[config.mk]
export PLATFORM = sky130hd
export DESIGN_NAME = sync_arb
export DESIGN_NICKNAME = d
export VERILOG_FILES = /design/src/rtl/sync_arb_pkg.sv /design/src/rtl/sync_arb_sync.sv /design/src/rtl/sync_arb.sv
export SDC_FILE = /design/constraint.sdc
export NUM_CORES = 1
export LEC_CHECK = 0
export BUFFER_PORTS_ARGS = -buffer_cell sky130_fd_sc_hd__buf_4
export CORE_UTILIZATION = 35
export CTS_CLUSTER_SIZE = 12
export DETAILED_ROUTE_END_ITERATION = 8
export PLACE_DENSITY = 0.57
export SLEW_MARGIN = 0
export SYNTH_ARGS = -nofsm -noshare
export SYNTH_HDL_FRONTEND = slang
export SYNTH_SLANG_ARGS = --single-unit
export TNS_END_PERCENT = 5
[constraint.sdc]
create_clock -name clk -period 2.45 [get_ports clk]
set_input_delay 0.245 -clock clk [delete_from_list [all_inputs] [get_ports clk]]
set_output_delay 0.245 -clock clk [all_outputs]
set_load 0.05 [all_outputs]
[src/rtl/sync_arb_pkg.sv]
// sync_arb_pkg: shared definitions for the sync_arb event scheduler.
// Holds the arbiter state encoding and the round-robin search helper used
// by the top level. Optional feature macro: SYNC_ARB_FILTER_EN (see sync_arb.sv).

package sync_arb_pkg;

   // Largest number of request lines the search helper is built for.
   localparam int MaxLines = 16;

   // Arbiter states: waiting for a pending event, or holding a grant.
   typedef enum logic [0:0] {
      sIDLE  = 1'b0,
      sGRANT = 1'b1
   } arbState_e;

   // Round-robin search: starting at ptr and walking upward modulo n, return
   // the index of the first set bit of pend. The wrap is modulo n (not modulo
   // a power of two) so non-power-of-two line counts rotate correctly. When
   // nothing is set the pointer itself is returned; callers only use the
   // result when pend is non-zero.
   function automatic logic [3:0] rr_pick(input logic [MaxLines-1:0] pend,
                                          input logic [3:0]          ptr,
                                          input int                  n);
      logic [3:0] pick;
      logic       found;
      logic [4:0] pos;
      pick  = ptr;
      found = 1'b0;
      for (int k = 0; k < MaxLines; k++) begin
         if (k < n) begin
            pos = {1'b0, ptr} + 5'(k);
            if (pos >= 5'(n)) begin
               pos = pos - 5'(n);
            end
            if (!found && pend[pos[3:0]]) begin
               pick  = pos[3:0];
               found = 1'b1;
            end
         end
      end
      return pick;
   endfunction

endpackage

[src/rtl/sync_arb_sync.sv]
// SYNC: plain two-flop synchronizer for a bus of independent asynchronous
// lines. Each bit is treated separately; no bus coherency is implied.
// Both stages reset to INIT so a line already sitting at its INIT level
// does not look like a transition when reset is released.

module SYNC #(
   parameter int               WIDTH = 1,
   parameter logic [WIDTH-1:0] INIT  = '0
) (
   input  logic             clk,
   input  logic             rst,
   input  logic [WIDTH-1:0] d_i,
   output logic [WIDTH-1:0] q_o
);

   logic [WIDTH-1:0] meta_q;
   logic [WIDTH-1:0] sync_q;

   // First stage may go metastable; the second stage gives it a full cycle to settle.
   always_ff @(posedge clk or posedge rst) begin
      if (rst) begin
         meta_q <= INIT;
         sync_q <= INIT;
      end else begin
         meta_q <= d_i;
         sync_q <= meta_q;
      end
   end

   assign q_o = sync_q;

endmodule

[src/rtl/sync_arb.sv]
// sync_arb: request synchronizer and round-robin scheduler for asynchronous
// event strobes entering the KS10 clock domain.
//
// Each line is synchronized, edge-detected and latched as pending. Pending
// events are handed out one at a time over an o_req/i_ack handshake, with a
// rotating pointer so every line gets a turn.
//
// Optional feature: define SYNC_ARB_FILTER_EN to insert a per-line stability
// filter between the synchronizer and the edge detector. A filtered level only
// follows the synchronized line after FILT_LEN consecutive differing cycles.
// Without the macro, FILT_LEN is only range-checked.

module sync_arb
   import sync_arb_pkg::*;
#(
   parameter int           N        = 4,
   parameter int           IDXW     = 2,
   parameter logic [N-1:0] INIT     = '0,
   parameter int           FILT_LEN = 4
) (
   input  logic            clk,
   input  logic            rst,
   input  logic [N-1:0]    i,
   output logic            o_req,
   output logic [IDXW-1:0] o_idx,
   input  logic            i_ack,
   output logic [N-1:0]    pend
);

   // Reject configurations the search helper or the index width cannot cover.
   if (N < 2 || N > MaxLines) begin : gBadLineCount
      $error("sync_arb: N must be in 2..16");
   end
   if ((1 << IDXW) < N) begin : gBadIndexWidth
      $error("sync_arb: IDXW too narrow for N");
   end
   if (FILT_LEN < 2 || FILT_LEN > 255) begin : gBadFilterLength
      $error("sync_arb: FILT_LEN must be in 2..255");
   end

   logic [N-1:0]    sLvl;
   logic [N-1:0]    lvl;
   logic [N-1:0]    h_q;
   logic [N-1:0]    rise;
   logic [N-1:0]    pend_q;
   logic [N-1:0]    pend_d;
   logic [N-1:0]    clrMask;
   logic            ackFire;
   arbState_e       state_q;
   logic            oReq_q;
   logic [IDXW-1:0] oIdx_q;
   logic [IDXW-1:0] ptr_q;
   logic [IDXW-1:0] ptr_d;
   logic [IDXW-1:0] pick;

   SYNC #(
      .WIDTH (N),
      .INIT  (INIT)
   ) uSync (
      .clk (clk),
      .rst (rst),
      .d_i (i),
      .q_o (sLvl)
   );

`ifdef SYNC_ARB_FILTER_EN
   localparam int FiltCntW = 8;

   logic [N-1:0]          filt_q;
   logic [N-1:0]          filt_d;
   logic [FiltCntW-1:0]   cnt_q [N];
   logic [FiltCntW-1:0]   cnt_d [N];

   // Count consecutive cycles the synchronized line disagrees with the filtered
   // level; flip the level on the FILT_LEN-th one, and restart on any agreement.
   always_comb begin
      filt_d = filt_q;
      for (int k = 0; k < N; k++) begin
         cnt_d[k] = '0;
         if (sLvl[k] != filt_q[k]) begin
            if (cnt_q[k] == FiltCntW'(FILT_LEN - 1)) begin
               filt_d[k] = sLvl[k];
            end else begin
               cnt_d[k] = cnt_q[k] + FiltCntW'(1);
            end
         end
      end
   end

   // Filter state; levels start at INIT so reset does not fabricate edges.
   always_ff @(posedge clk or posedge rst) begin
      if (rst) begin
         filt_q <= INIT;
         for (int k = 0; k < N; k++) begin
            cnt_q[k] <= '0;
         end
      end else begin
         filt_q <= filt_d;
         for (int k = 0; k < N; k++) begin
            cnt_q[k] <= cnt_d[k];
         end
      end
   end

   assign lvl = filt_q;
`else
   assign lvl = sLvl;
`endif

   // Edge history: one cycle of delay on the (possibly filtered) level.
   always_ff @(posedge clk or posedge rst) begin
      if (rst) begin
         h_q <= INIT;
      end else begin
         h_q <= lvl;
      end
   end

   assign rise = lvl & ~h_q;

   // An acknowledged grant clears its own pending bit; a fresh edge on the same
   // cycle is ORed in afterwards so the new event is never dropped.
   assign ackFire = (state_q == sGRANT) && i_ack;
   assign clrMask = ackFire ? (N'(1) << oIdx_q) : '0;

   always_comb begin
      pend_d = (pend_q & ~clrMask) | rise;
   end

   // Pending register; repeated edges on an already-pending line coalesce.
   always_ff @(posedge clk or posedge rst) begin
      if (rst) begin
         pend_q <= '0;
      end else begin
         pend_q <= pend_d;
      end
   end

   // Pointer advance after an ack wraps at N so odd line counts rotate properly.
   assign ptr_d = (oIdx_q == IDXW'(N - 1)) ? '0 : oIdx_q + IDXW'(1);
   assign pick  = IDXW'(rr_pick(MaxLines'(pend_q), 4'(ptr_q), N));

   // Arbiter: pick the next pending line from IDLE, hold it in GRANT until the
   // consumer acknowledges. Returning through IDLE forces a low cycle on o_req.
   always_ff @(posedge clk or posedge rst) begin
      if (rst) begin
         state_q <= sIDLE;
         oReq_q  <= 1'b0;
         oIdx_q  <= '0;
         ptr_q   <= '0;
      end else begin
         case (state_q)
            sIDLE: begin
               if (pend_q != '0) begin
                  oIdx_q  <= pick;
                  oReq_q  <= 1'b1;
                  state_q <= sGRANT;
               end
            end
            sGRANT: begin
               if (i_ack) begin
                  oReq_q  <= 1'b0;
                  ptr_q   <= ptr_d;
                  state_q <= sIDLE;
               end
            end
            default: begin
               oReq_q  <= 1'b0;
               state_q <= sIDLE;
            end
         endcase
      end
   end

   assign o_req = oReq_q;
   assign o_idx = oIdx_q;
   assign pend  = pend_q;

endmodule

==> results of run 1 <==
## state kept, by name, indices dropped and copies added (netlist names)
register      flops
ptr_q             2
h_q               4
pend              4
uSync.meta_q      4
state_q           1
uSync.q_o         4
o_req             1
o_idx             2
## cell usage in the layout (no fill, tap or decap)
master	Yosys	routed
dfrtp_1	22	22
buf_4	0	15
inv_1	9	9
nand2_1	8	8
ha_1	8	8
o21ai_0	6	6
nand3_1	5	5
mux2i_1	4	4
mux2_2	3	3
nor2_1	3	3
clkbuf_4	0	3
nor4_1	2	2
mux2i_2	2	2
and3_1	2	2
nor3_1	2	2
or3_1	2	2
a31oi_1	2	2
o31ai_1	1	1
mux4_1	1	1
nand2b_1	1	1
and3_4	1	1
nor2b_1	1	1
a211o_2	1	1
o221ai_1	1	1
o211ai_1	1	1
o21a_1	1	1
or2_1	1	1
or4_1	1	1
nand4_1	1	1
## metrics by stage
stage | setup slack, ns | total power, mW
2_1_floorplan | 0.380 | 1.13
3_3_place_gp | 0.366 | 1.33
3_5_place_dp | 0.372 | 1.33
4_1_cts | 0.348 | 1.50
5_1_grt | 0.256 | 1.59
6_report | 0.361 | 1.48
## report_power, final
part | total [mW] | switching, mW | internal [mW]
logic | 0.796 | 0.465 | 0.331
clock network | 0.151 | 0.0941 | 0.0572
registers | 0.532 | 0.0982 | 0.434
total | 1.48 | 0.657 | 0.822
## path summary, 6_finish.rpt
path / startpoint / end / slack, ns
max in group asynchronous: rst / pend[0]$_DFF_PP0_ / 1.88
max reg2reg: ptr_q[0]$_DFFE_PP0P_ / o_idx[1]$_DFFE_PP0P_ / 0.36
min reg2reg: uSync.meta_q[2]$_DFF_PP0_ / uSync.q_o[2]$_DFF_PP0_ / 0.36
min: i[2] / uSync.meta_q[2]$_DFF_PP0_ / 0.05
max: ptr_q[0]$_DFFE_PP0P_ / o_idx[1]$_DFFE_PP0P_ / 0.36
min in group asynchronous: rst / uSync.meta_q[3]$_DFF_PP0_ / 0.09
## cells by family (layout without fill, tap and decap cells)
kind of cell / after synthesis / in the layout / synth area share, %
compound gates: 13 / 13 / 7.85
fa+ha+maj: 8 / 8 / 9.37
buf+inv: 11 / 27 / 4.57
flops: 22 / 22 / 51.5
mux: 10 / 10 / 11.9
simple gates: 30 / 30 / 14.8
## layer usage
metal | routed length (µm) | share of wire [%] | vias to the layer above
met5 | 0 | 0 | -
met2 | 842 | 48 | 13
met1 | 843 | 48 | 348
li1 | - | - | 362
met4 | 22 | 1.3 | 0
met3 | 38 | 2.2 | 4
## cell type report
type / count / area share [%]
multi-input cells: 61 / 38.2
repair buffers: 15 / 9.17
flip-flops and latches: 22 / 44.9
inverters: 9 / 2.75
clock buffers: 3 / 1.83
well taps: 31 / 3.16
==> reports/metrics.yaml, run 1 <==
synth_area_um2: 1070
first_pass_iters: 6
post-route-drc-count: 2
cts_resized: 0
worstPathCellList: "buf_4 > ha_1 > nand2b_1 > and3_4 > or3_1 > or3_1 > a31oi_1"
outcome: "complete, but fails checks"
regArea_um2: 551
cts.htree.levels: 1
hpwl_um: 1340
antenna_cells: 0
syn_area_per_cell_um2: 11.4
finalCritPeriodShare_pct: 85.3
seq_area_frac_synth_pct: 51.5
dieWidth_um: 57.3
busiest_layer: "met2"
multi_input_area_um2: 469
cp.required_ns: 2.66
holdWs_ns: 0.0481
slew_violations: 0
fin_tns_setup_ns: 0
min_path_cells: 1
io_pins: 14
cts_hold_buf: 0
worstPathMaxFanout: 13
synthTopCellsByArea: "dfrtp_1, ha_1, mux2i_1"
cts.path.max_buffers: 2
max_slew_margin_pct: 47.8
syn_to_final_growth_pct: 14.9
rsz0062_at_grt: "false"
drive_gt1_share_pct: 22.7
rows: 19
drv_cap: 0
leakagePower_nw: 0.583
synth_cell_types: 29
clock.fmax_mhz: 479
p_per_area_nw_per_um2: 1200
crit_top_cell: "or3_1"
dieArea_um2: 3280
grt_start_max_net_pins: 23
synth_top_area_cell: "dfrtp_1"
violations: "DRC"
cts_tree: "built"
synth_edf_count: 0
slowest_delay_ns: 0.39
setup_violations: 0
vias_per_cell: 5.16
final_util_pct: 43.4
gp_congestion: 0.795
ys_async_sr_fraction_pct: 100
grt_use_met3_pct: 1.36
grt_pass1_wl_um: 3150
synth_seq_cells: 22
ir_worst_vdd_v: 0.000401
yosysTopAreaCellShare_pct: 51.5
crit_family: "simple AND/OR/NAND/NOR gates"
path_clk_slew_ns: 0.11
worstSkewPairLatency_ns: 0.29
min_path_type: "primary input to flop"
ff2ff_path_depth: 7
period_needed_ns: 2.09
cts_sinks: 22
clockRootBuffer: "clkbuf_4"
nets: 127
die_height_um: 57.3
dp.cells: 138
tightestPinTransition_ns: 0.782
grt_pass1_vias: 734
cpMaxStageDelayCell: "dfrtp_1"
syn_nets: 109
timing_worst_setup_path_type: "flop to flop"
yosysWarnings: 0
synth_ff_type: "dfrtp_1"
grt_use_total_pct: 12.5
worst-path-stages: 7
initial_core_util_pct: 37.8
report.final.hold_viol_count: 0
antenna_found_initial: 0
post_cts_buffers: 0
avgRoutedWirePerCell_um: 12.4
cts-buffers-inserted: 3
grtUsageMet2_pct: 20.8
yosys-top-cells-count: "dfrtp_1, inv_1, ha_1, nand2_1, o21ai_0"
met1_usage_pct: 16.2
final_cells: 141
detail-route-antenna-nets: 0
io_buffers: 13
routed_wirelength_um: 1750
grt_overflow: 0
final.setup_skew_ns: 0.00626
worst_setup_path_end_kind: "flop"
synth.most_common_cell: "dfrtp_1"
dpl_cell_area_um2: 1200
dr.first_iter.drc_count: 18
num_vias: 727
startpoint_type: "flop"
path_buf_inv: 1
final_cell_area_um2: 1230
core_um2: 2830
syn_inst: 94
nFillCells: 271
arrival_ns: 2.30
(Power assumes the default switching activity.)
==> run 2: changes to the inputs <==
Settings changed: CORE_MARGIN set to 2.
Clock period 2.45 ns to 2.4 ns, I/O delays scaled along.
==> reports/metrics.yaml, run 2 (synthesis results as in run 1) <==
rows: 20
ir_worst_vdd_v: 0.000408
detail-route-antenna-nets: 0
dieWidth_um: 59.3
dr.first_iter.drc_count: 28
met1_usage_pct: 14.9
path_clk_slew_ns: 0.12
tightestPinTransition_ns: 0.788
worstSkewPairLatency_ns: 0.30
nets: 127
cts_resized: 0
min_path_type: "primary input to flop"
cts.htree.levels: 1
first_pass_iters: 4
dieArea_um2: 3510
drive_gt1_share_pct: 23.4
grt_use_met3_pct: 2.62
grt_overflow: 0
grt_pass1_wl_um: 3130
timing_worst_setup_path_type: "flop to flop"
dpl_cell_area_um2: 1210
cts.path.max_buffers: 2
final_cell_mix: "dfrtp_1, buf_4, inv_1"
grt_pass1_vias: 714
post_cts_buffers: 0
final.setup_skew_ns: 0.00578
core_um2: 2980
grt_use_total_pct: 11.9
fin_tns_setup_ns: 0
grtUsageMet2_pct: 19.3
antenna_found_initial: 0
slew_violations: 0
clock.fmax_mhz: 469
max_slew_margin_pct: 47.4
cp.required_ns: 2.61
post-route-drc-count: 0
outcome: "finished, final reports clean"
antenna_cells: 0
arrival_ns: 2.35
rsz0062_at_grt: "false"
num_vias: 743
final_cells: 144
period_needed_ns: 2.13
dp.cells: 140
hpwl_um: 1360
finalCritPeriodShare_pct: 88.9
leakagePower_nw: 0.590
syn_to_final_growth_pct: 16.4
grt_start_max_net_pins: 23
startpoint_type: "flop"
cts_sinks: 22
report.final.hold_viol_count: 0
busiest_layer: "met2"
die_height_um: 59.3
vias_per_cell: 5.16
cts_hold_buf: 0
cts-buffers-inserted: 3
initial_core_util_pct: 35.9
setup_violations: 0
final_common_cell: "dfrtp_1"
p_per_area_nw_per_um2: 1250
io_pins: 14
routed_wirelength_um: 1840
gp_congestion: 0.880
cts_tree: "built"
drv_cap: 0
avgRoutedWirePerCell_um: 12.8
io_buffers: 13
final_cell_area_um2: 1240
worstPathMaxFanout: 13
clockRootBuffer: "clkbuf_4"
worst_setup_path_end_kind: "flop"
[run 2: layout make-up]
class                   instances  area, µm²
fillers                       283       1730
flip-flops and latches         22        551
multi-input cells              61        469
repair buffers                 15        113
well taps                      33       41.3
clock buffers                   4       36.3
inverters                       9       33.8
[run 2: where the power goes]
part / total [mW] / internal, mW / switching [mW]
registers: 0.542 / 0.443 / 0.0995
logic: 0.818 / 0.338 / 0.480
clock network: 0.196 / 0.0924 / 0.104
[run 2: worst max-delay path: stages, from the launching register on]
cell	delay, ns
dfrtp_1	0.40
buf_4	0.19
ha_1	0.21
nand2b_1	0.16
and3_4	0.20
or3_1	0.39
or3_1	0.31
a31oi_1	0.19
[run 2: routing by layer]
metal	vias up	routed length (µm)	share of wire, %
li1	366	-	-
met1	357	831	45
met3	2	94	5.1
met5	-	0	0
met2	18	897	49
met4	0	13	0.71
[run 2: final timing paths]
path                            depth (start not counted)                   endpoint                      start  slack (ns)
worst min-delay path                                    1  uSync.meta_q[3]$_DFF_PP0_                       i[3]        0.04
worst min register to register                          0     uSync.q_o[1]$_DFF_PP0_  uSync.meta_q[1]$_DFF_PP0_        0.36
worst max register to register                          7       o_idx[1]$_DFFE_PP0P_       ptr_q[0]$_DFFE_PP0P_        0.27
min in group asynchronous                               2  uSync.meta_q[3]$_DFF_PP0_                        rst        0.08
worst max-delay path                                    7       o_idx[1]$_DFFE_PP0P_       ptr_q[0]$_DFFE_PP0P_        0.27
max in group asynchronous                               2          pend[1]$_DFF_PP0_                        rst        1.83
[run 2: per-stage QoR]
stage               utilization [%]  setup WS, ns  hold WS, ns  power (mW)
finish                         41.8         0.268       0.0381        1.56
global route                   41.8        0.0933       0.0116        1.67
CTS                            41.8         0.281       0.0278        1.57
detailed placement             40.5         0.328        0.337        1.37
global placement               40.5         0.301        0.335        1.36
floorplan                         -         0.330        0.229        1.15
